==> src/rtl/axis_packet_master.sv <==
// axis_packet_master: buffers locally written words in a FIFO and transmits them as fixed-length AXI4-Stream packets
module axis_packet_master #(
    parameter int C_M_AXIS_TDATA_WIDTH = 32,
    parameter int C_M_START_COUNT      = 32,
    parameter int PACKET_LEN           = 8,
    parameter int FIFO_DEPTH           = 16
) (
    input  logic                              M_AXIS_ACLK,
    input  logic                              M_AXIS_ARESETN,
    input  logic                              wr_en,
    input  logic [C_M_AXIS_TDATA_WIDTH-1:0]   wr_data,
    output logic                              wr_full,
    output logic [$clog2(FIFO_DEPTH):0]       fifo_count,
    output logic                              overflow,
    output logic                              M_AXIS_TVALID,
    output logic [C_M_AXIS_TDATA_WIDTH-1:0]   M_AXIS_TDATA,
    output logic [C_M_AXIS_TDATA_WIDTH/8-1:0] M_AXIS_TSTRB,
    output logic                              M_AXIS_TLAST,
    input  logic                              M_AXIS_TREADY,
    output logic                              packet_done
);
    localparam int AW   = $clog2(FIFO_DEPTH);
    localparam int SW   = $clog2(PACKET_LEN);
    localparam int CW   = (C_M_START_COUNT > 1) ? $clog2(C_M_START_COUNT) : 1;
    localparam int PLM1 = PACKET_LEN - 1;
    localparam int SCM1 = C_M_START_COUNT - 1;
    localparam logic [AW:0]   PKT        = PACKET_LEN[AW:0];
    localparam logic [AW:0]   DEPTH      = FIFO_DEPTH[AW:0];
    localparam logic [SW-1:0] LAST_SENT  = PLM1[SW-1:0];
    localparam logic [CW-1:0] START_LAST = SCM1[CW-1:0];

    typedef enum logic [1:0] {INIT_COUNTER, IDLE, SEND_STREAM} state_t;

    state_t                          state, state_nxt;
    logic [C_M_AXIS_TDATA_WIDTH-1:0] mem [FIFO_DEPTH];
    logic [AW-1:0]                   wr_ptr, rd_ptr;
    logic [CW-1:0]                   start_cnt;
    logic [SW-1:0]                   sent;
    logic                            push, pop;

    assign push          = wr_en && !wr_full;
    assign pop           = M_AXIS_TVALID && M_AXIS_TREADY;
    assign wr_full       = fifo_count == DEPTH;
    assign M_AXIS_TVALID = state == SEND_STREAM;
    assign M_AXIS_TLAST  = M_AXIS_TVALID && sent == LAST_SENT;
    assign M_AXIS_TDATA  = mem[rd_ptr];
    assign M_AXIS_TSTRB  = '1;

    // FIFO storage: no reset needed, contents are only read behind a valid count
    always_ff @(posedge M_AXIS_ACLK) begin
        if (push) mem[wr_ptr] <= wr_data;
    end

    // FIFO pointers, occupancy and the sticky drop flag
    always_ff @(posedge M_AXIS_ACLK or negedge M_AXIS_ARESETN) begin
        if (!M_AXIS_ARESETN) begin
            wr_ptr     <= '0;
            rd_ptr     <= '0;
            fifo_count <= '0;
            overflow   <= 1'b0;
        end else begin
            if (push) wr_ptr <= wr_ptr + 1'b1;
            if (pop) rd_ptr <= rd_ptr + 1'b1;
            fifo_count <= fifo_count + {{AW{1'b0}}, push} - {{AW{1'b0}}, pop};
            if (wr_en && wr_full) overflow <= 1'b1;
        end
    end

    // FSM state register
    always_ff @(posedge M_AXIS_ACLK or negedge M_AXIS_ARESETN) begin
        if (!M_AXIS_ARESETN) state <= INIT_COUNTER;
        else state <= state_nxt;
    end

    // Next state: start-up delay, wait for a whole packet, then stream it out
    always_comb begin
        state_nxt = state;
        if (state == INIT_COUNTER && start_cnt == START_LAST) state_nxt = IDLE;
        else if (state == IDLE && fifo_count >= PKT) state_nxt = SEND_STREAM;
        else if (state == SEND_STREAM && pop && M_AXIS_TLAST) state_nxt = IDLE;
    end

    // Start-up and sent-word counters plus the end-of-packet pulse
    always_ff @(posedge M_AXIS_ACLK or negedge M_AXIS_ARESETN) begin
        if (!M_AXIS_ARESETN) begin
            start_cnt   <= '0;
            sent        <= '0;
            packet_done <= 1'b0;
        end else begin
            if (state == INIT_COUNTER) start_cnt <= start_cnt + 1'b1;
            sent        <= (state != SEND_STREAM) ? '0 : pop ? (M_AXIS_TLAST ? '0 : sent + 1'b1) : sent;
            packet_done <= pop && M_AXIS_TLAST;
        end
    end
endmodule

==> config.mk <==
export PLATFORM = sky130hd
export DESIGN_NAME = axis_packet_master
export DESIGN_NICKNAME = d
export VERILOG_FILES = /design/src/rtl/axis_packet_master.sv
export SDC_FILE = /design/constraint.sdc
export NUM_CORES = 1
export LEC_CHECK = 0
export ABC_AREA = 1
export CAP_MARGIN = 20
export CORE_MARGIN = 2
export CORE_UTILIZATION = 30
export DETAILED_ROUTE_END_ITERATION = 8
export SYNTH_ARGS = -nofsm -noshare
export SYNTH_HDL_FRONTEND = slang
export SYNTH_SLANG_ARGS = --single-unit
==> constraint.sdc <==
create_clock -name M_AXIS_ACLK -period 8.2 [get_ports M_AXIS_ACLK]
set_input_delay 1.64 -clock M_AXIS_ACLK [delete_from_list [all_inputs] [get_ports M_AXIS_ACLK]]
set_output_delay 1.64 -clock M_AXIS_ACLK [all_outputs]
set_load 0.005 [all_outputs]
== Yosys cells after proc, flatten, opt, wreduce, memory -nomap -nowiden ==
Memory sizes are Yosys's and may differ from the RTL's.
Index checks and enable logic that the tools add are counted.
Operators by class
  add/subtract/negate cells: 6
  order comparisons: 1
  eq/ne operators: 6
  multiplexer cells: 8
  reduce and logical (&&, ||, !) cells: 13
Operators with widths (count)
  == test 5 bit (second input constant): 2
  logical AND 1 bit: 9
  2-to-1 mux 3 bit: 3
  adder 4 x 1 -> 4 bit (second input constant): 2
  2-to-1 mux 2 bit: 3
  adder 5 x 1 -> 5 bit: 1
  adder 5 x 1 -> 5 bit (second input constant): 1
  >= comparator 5 x 4 -> 1 bit (second input constant): 1
  subtractor 5 x 1 -> 5 bit: 1
  adder 3 x 1 -> 3 bit (second input constant): 1
  == test 3 bit (second input constant): 1
  nonzero test 3 bit: 1
  == test 2 x 1 -> 1 bit (second input constant): 1
  == test 2 bit (second input constant): 1
  logical NOT 2 bit: 1
  2-to-1 mux 1 bit: 2
  inequality test 2 bit (second input constant): 1
  nonzero test 2 bit: 1
  logical NOT 1 bit: 1
Storage, ports and cells
  bits in registers: 25
  memory bits (writable): 512
  input bits: 36
  output and inout port bits: 46
  word-level logic and storage cells: 43
  memories: 1
Memories
  mem: depth 16, bits a word 32, rd ports 1, clocked after memory_dff 0, wr ports 1, line 35  | logic [C_M_AXIS_TDATA_WIDTH-1:0] mem [FIFO_DEPTH];

== Depth between registers and ports, before layout ==
  depth after elaboration: 7
  depth in mapped cells: 12
  gate-level depth less buffers: 12

== Least setup slack after synthesis ==
No wires, ideal clock.
  path kind: input to register
  start point: input port wr_en
  end point: memory mem[0][0] (enable)
  library setup time: 421 ps
  arrival time: 3352 ps
  data required time: 7779 ps
  slack: 4427 ps
  cell stages on the path: 4
  buffers on the path: 0
  cell sequence: nand2_1 inv_1 nand2_1 nor2_1
On the way
  cells in the longest elaborated chain, start to end: 3
Ends and longest elaborated chain
  start, declared: line 10  | input logic wr_en,
  logical AND 1 bit: line 41  | assign push = wr_en && !wr_full;
  2-to-1 mux 1 bit: line 51  | if (push) mem[wr_ptr] <= wr_data;
  2-to-1 mux 1 bit (not written as such): line 51
  end, declared: line 35
No other way between the ends.

== Worst setup path after layout ==
  start point: register rd_ptr[0]
  end point: output port M_AXIS_TDATA[27]
On the way
  cells in the longest elaborated chain, start to end: 1
Ends and longest elaborated chain
  start, declared: line 36  | logic [AW-1:0] wr_ptr, rd_ptr;
  start signal, assigned: line 63  | if (pop) rd_ptr <= rd_ptr + 1'b1;
  memory read (16 x 32 bit)
  end, declared: line 16  | output logic [C_M_AXIS_TDATA_WIDTH-1:0] M_AXIS_TDATA,
No other way between the ends.

==> metrics.md <==
| Metric | Value |
|---|---|
| Power Internal | around 5700 uW |
| Avg Synthesized Cell Area | roughly 11 um^2 |
| Final WL | roughly 56000 um |
| Hold Buf Count CTS | 0 |
| Worst hold path type | reg2reg |
| Met3 WL | about 3400 um |
| Flop2flop setup slack | 5.28 ns |
| Die Y | between 200 and 300 um |
| Post-synth top area share | between 60% and 70% |
| Final TNS setup | 0 ns |
| Layout Nets | 2321 |
| Switching share of power | about 37% |
| Critical path class | reg2out |
| Flop pwr share | 39.1% |
| Status | completed |
| Seq cells post-synth | approximately 540 |
| I/O pin cnt | about 80 |
| DR top layer | met5 |
| Core Region | approximately 77000 um^2 |
| Ys Warns | 0 |
| Area Overhead vs Synth | 14.4% |
| WP data required | between 6 and 7 ns |
| Wl on met1 | 23700 um |
| N_diodes | 0 |
| Max Fclk | between 150 and 200 MHz |
| GRT Util Overall | 13.7% |
| First-pass GRT wire length | around 85000 um |
| Final worst slack | between 2 and 3 ns |
| Antenna Nets Post-Route | 0 |
| Fraction of layout cells with a size suffix above 1 | 5.54% |
| Final Max Tran Viols | 0 |
| Peak supply drop | between 0.3 and 0.4 mV |
| Row count | 102 |
| CP Data Arrival Time | 3.97 ns |
| CTS tree | yes |
| Final worst-path cycle share | between 60% and 70% |
| Syn Inst Count | roughly 2200 |
| Seq/Total Area, Yosys | between 60% and 70% |
| Remaining Overflow, GRT | 0 |
| TritonCTS Buffers | 54 |
| Initial Util | between 30% and 40% |
| CP cell instances | inv_8 -> buf_4 -> nand2_1 -> nand2_1 -> nand2_1 -> nand3_1 -> nand3_1 -> nand2_1 -> clkdlybuf4s50_1 |
| DR iter-0 viols | between 1000 and 1500 |
| Clk sinks | 537 |
| Pre-CTS setup slack | between 3 and 4 ns |
| HPWL Detailed | approximately 29000 um |
| Logic pwr share | a little over a third |
| Clock latency on the worst-skew pair | approximately 0.60 ns |
| Cell mode on critical path | nand2_1 |
| Final setup violating endpoints | 0 |
| DRC Markers | 0 |
| Critical Path Source Type | flop |
| CP Max Fanout | about 130 |
| Routed len/inst | 16.6 um |
| Yosys cell types | 25 |
| P_sw | roughly 3300 uW |
| Fin. Hold Viols | 0 |
| DRT Pass-1 Iters | 5 |
| Routability Congestion | approximately 0.70 |
| CTS max path bufs | 3 |
| PwrDens | 335 nW/um^2 |
| Max_cap viols | 0 |
| RSZ-0062 raised after global routing | no |
| Critical Path End Type | primary output |
| Tmin final | about 5.6 ns |
| Worst Skew | ~0.015 ns |
| H-tree depth | 2 |
| Clock share of power | between 20% and 30% |
| Post-DR vias/cell | ~4.4 |
| DIE AREA | about 80000 um^2 |
| Vias | 14800 |
| IO Port Bufs | 77 |
| Met2 WL | between 20000 and 30000 um |
| Most frequent cells in the layout | nand2_1, edfxtp_1, inv_1 |
| Initial antenna violation count | 5 |
| Leak | roughly 0.011 uW |
| Die W | roughly 280 um |
| Inst Count DP | around 3300 |
| Main area contributors after synthesis | edfxtp_1, nand2_1, nand3_1 |
| Post-cts resize count | 0 |
| Slew HR | 27.1% |
| Root Driver | clkbuf_16 |
| Area leader, netlist | edfxtp_1 |
| Commonest non-fill, non-tap cell in the layout | nand2_1 |
| Slew @ Worst Pin | about 1.1 ns |
| CP max-delay cell | dfrtp_4 |
| Number of global-route vias before repair | between 10000 and 15000 |
| Largest net degree at the start of global routing | ~180 |
| Final non-filler cell total | 3351 |
| CP peak stage delay | 0.80 ns |
| Synthesized area | about 23000 um^2 |
| # Post-CTS Setup Buffers | 0 |
| Clock transition at path regs | 0.06 ns |
==> cell families (layout without fill, tap and decap cells) <==
logic type,count (synthesis),in the layout,share of synthesized area (%)
AOI/OAI and AO/OA,9,9,0.214
xor gates and xnor gates,12,12,0.450
other,1,4,0.0160
adders and majority gates,18,18,0.996
and+or+nand+nor,1115,1115,20.1
muxes,2,2,0.0964
buffers and inverters,520,614,9.70
DFF,537,537,68.5
==> final cells by class <==
type | count | area [um^2]
repair buffers | 104 | 986
multi-input cells | 1160 | 5230
well taps | 1040 | 1300
fillers | 7683 | 50600
flip-flops and latches | 537 | 16000
clock inverters | 32 | 238
inverters | 410 | 1550
clock buffers | 68 | 1430
==> worst max-delay path: cells and delay by family, from the launching register on <==
family / cells / cell delay (ns)
flops: 1 / 0.80
buf+inv: 3 / 1.86
simple gates: 6 / 0.52
==> through the flow <==
step	instance area [um^2]	hold WS (ns)	total power [uW]	utilization [%]
after floorplan	23400	0.451	5550	-
after global routing	26700	0.491	9490	34.6
final	26700	0.464	8950	34.6
after detailed placement	25100	0.450	6710	32.4
after global placement	25100	0.447	6680	32.4
after CTS	26700	0.469	9060	34.6
==> power by group through the flow <==
stage	logic [uW]	clock network, uW	registers (uW)
after global routing	3480	2490	3530
after global placement	3140	0	3550
final	3110	2340	3500
after detailed placement	3160	0	3550
after CTS	3170	2390	3500
after floorplan	2110	0	3440
==> registers in the layout, indices dropped and copies added, names as in the netlist <==
register,flops
mem,512
fifo_count,5
start_cnt,5
rd_ptr,4
wr_ptr,4
sent,3
state,2
overflow,1
packet_done,1
==> per-layer routing <==
metal  track usage, %  up-vias
met5                0        -
met3             2.75      109
met4             4.60       10
li1                 -     7229
met1             17.4     7093
met2             23.2      383
==> synthesized netlist by cell type, drive strengths merged <==
master	count
inv	410
edfxtp	512
buf	101
conb	1
nand2	692
nor2	28
a21o	1
clkbuf	9
o31ai	1
fa	1
o21ai	5
xnor2	1
a21oi	2
nand3	394
ha	17
xor2	11
mux2	2
nand4	1
dfrtp	25
==> final timing paths <==
path	startpoint	to	depth (start not counted)
min in group asynchronous	M_AXIS_ARESETN	sent[1]$_DFFE_PN0P_	2
max	rd_ptr[0]$_DFFE_PN0P_	M_AXIS_TDATA[27]	9
max in group asynchronous	M_AXIS_ARESETN	rd_ptr[0]$_DFFE_PN0P_	2
min reg2reg	overflow$_DFFE_PN0P_	overflow$_DFFE_PN0P_	1
max reg2reg	fifo_count[2]$_DFF_PN0_	mem[12][0]$_DFFE_PP_	8
min	overflow$_DFFE_PN0P_	overflow$_DFFE_PN0P_	1
No activity file was read; power rests on OpenSTA's default activity.
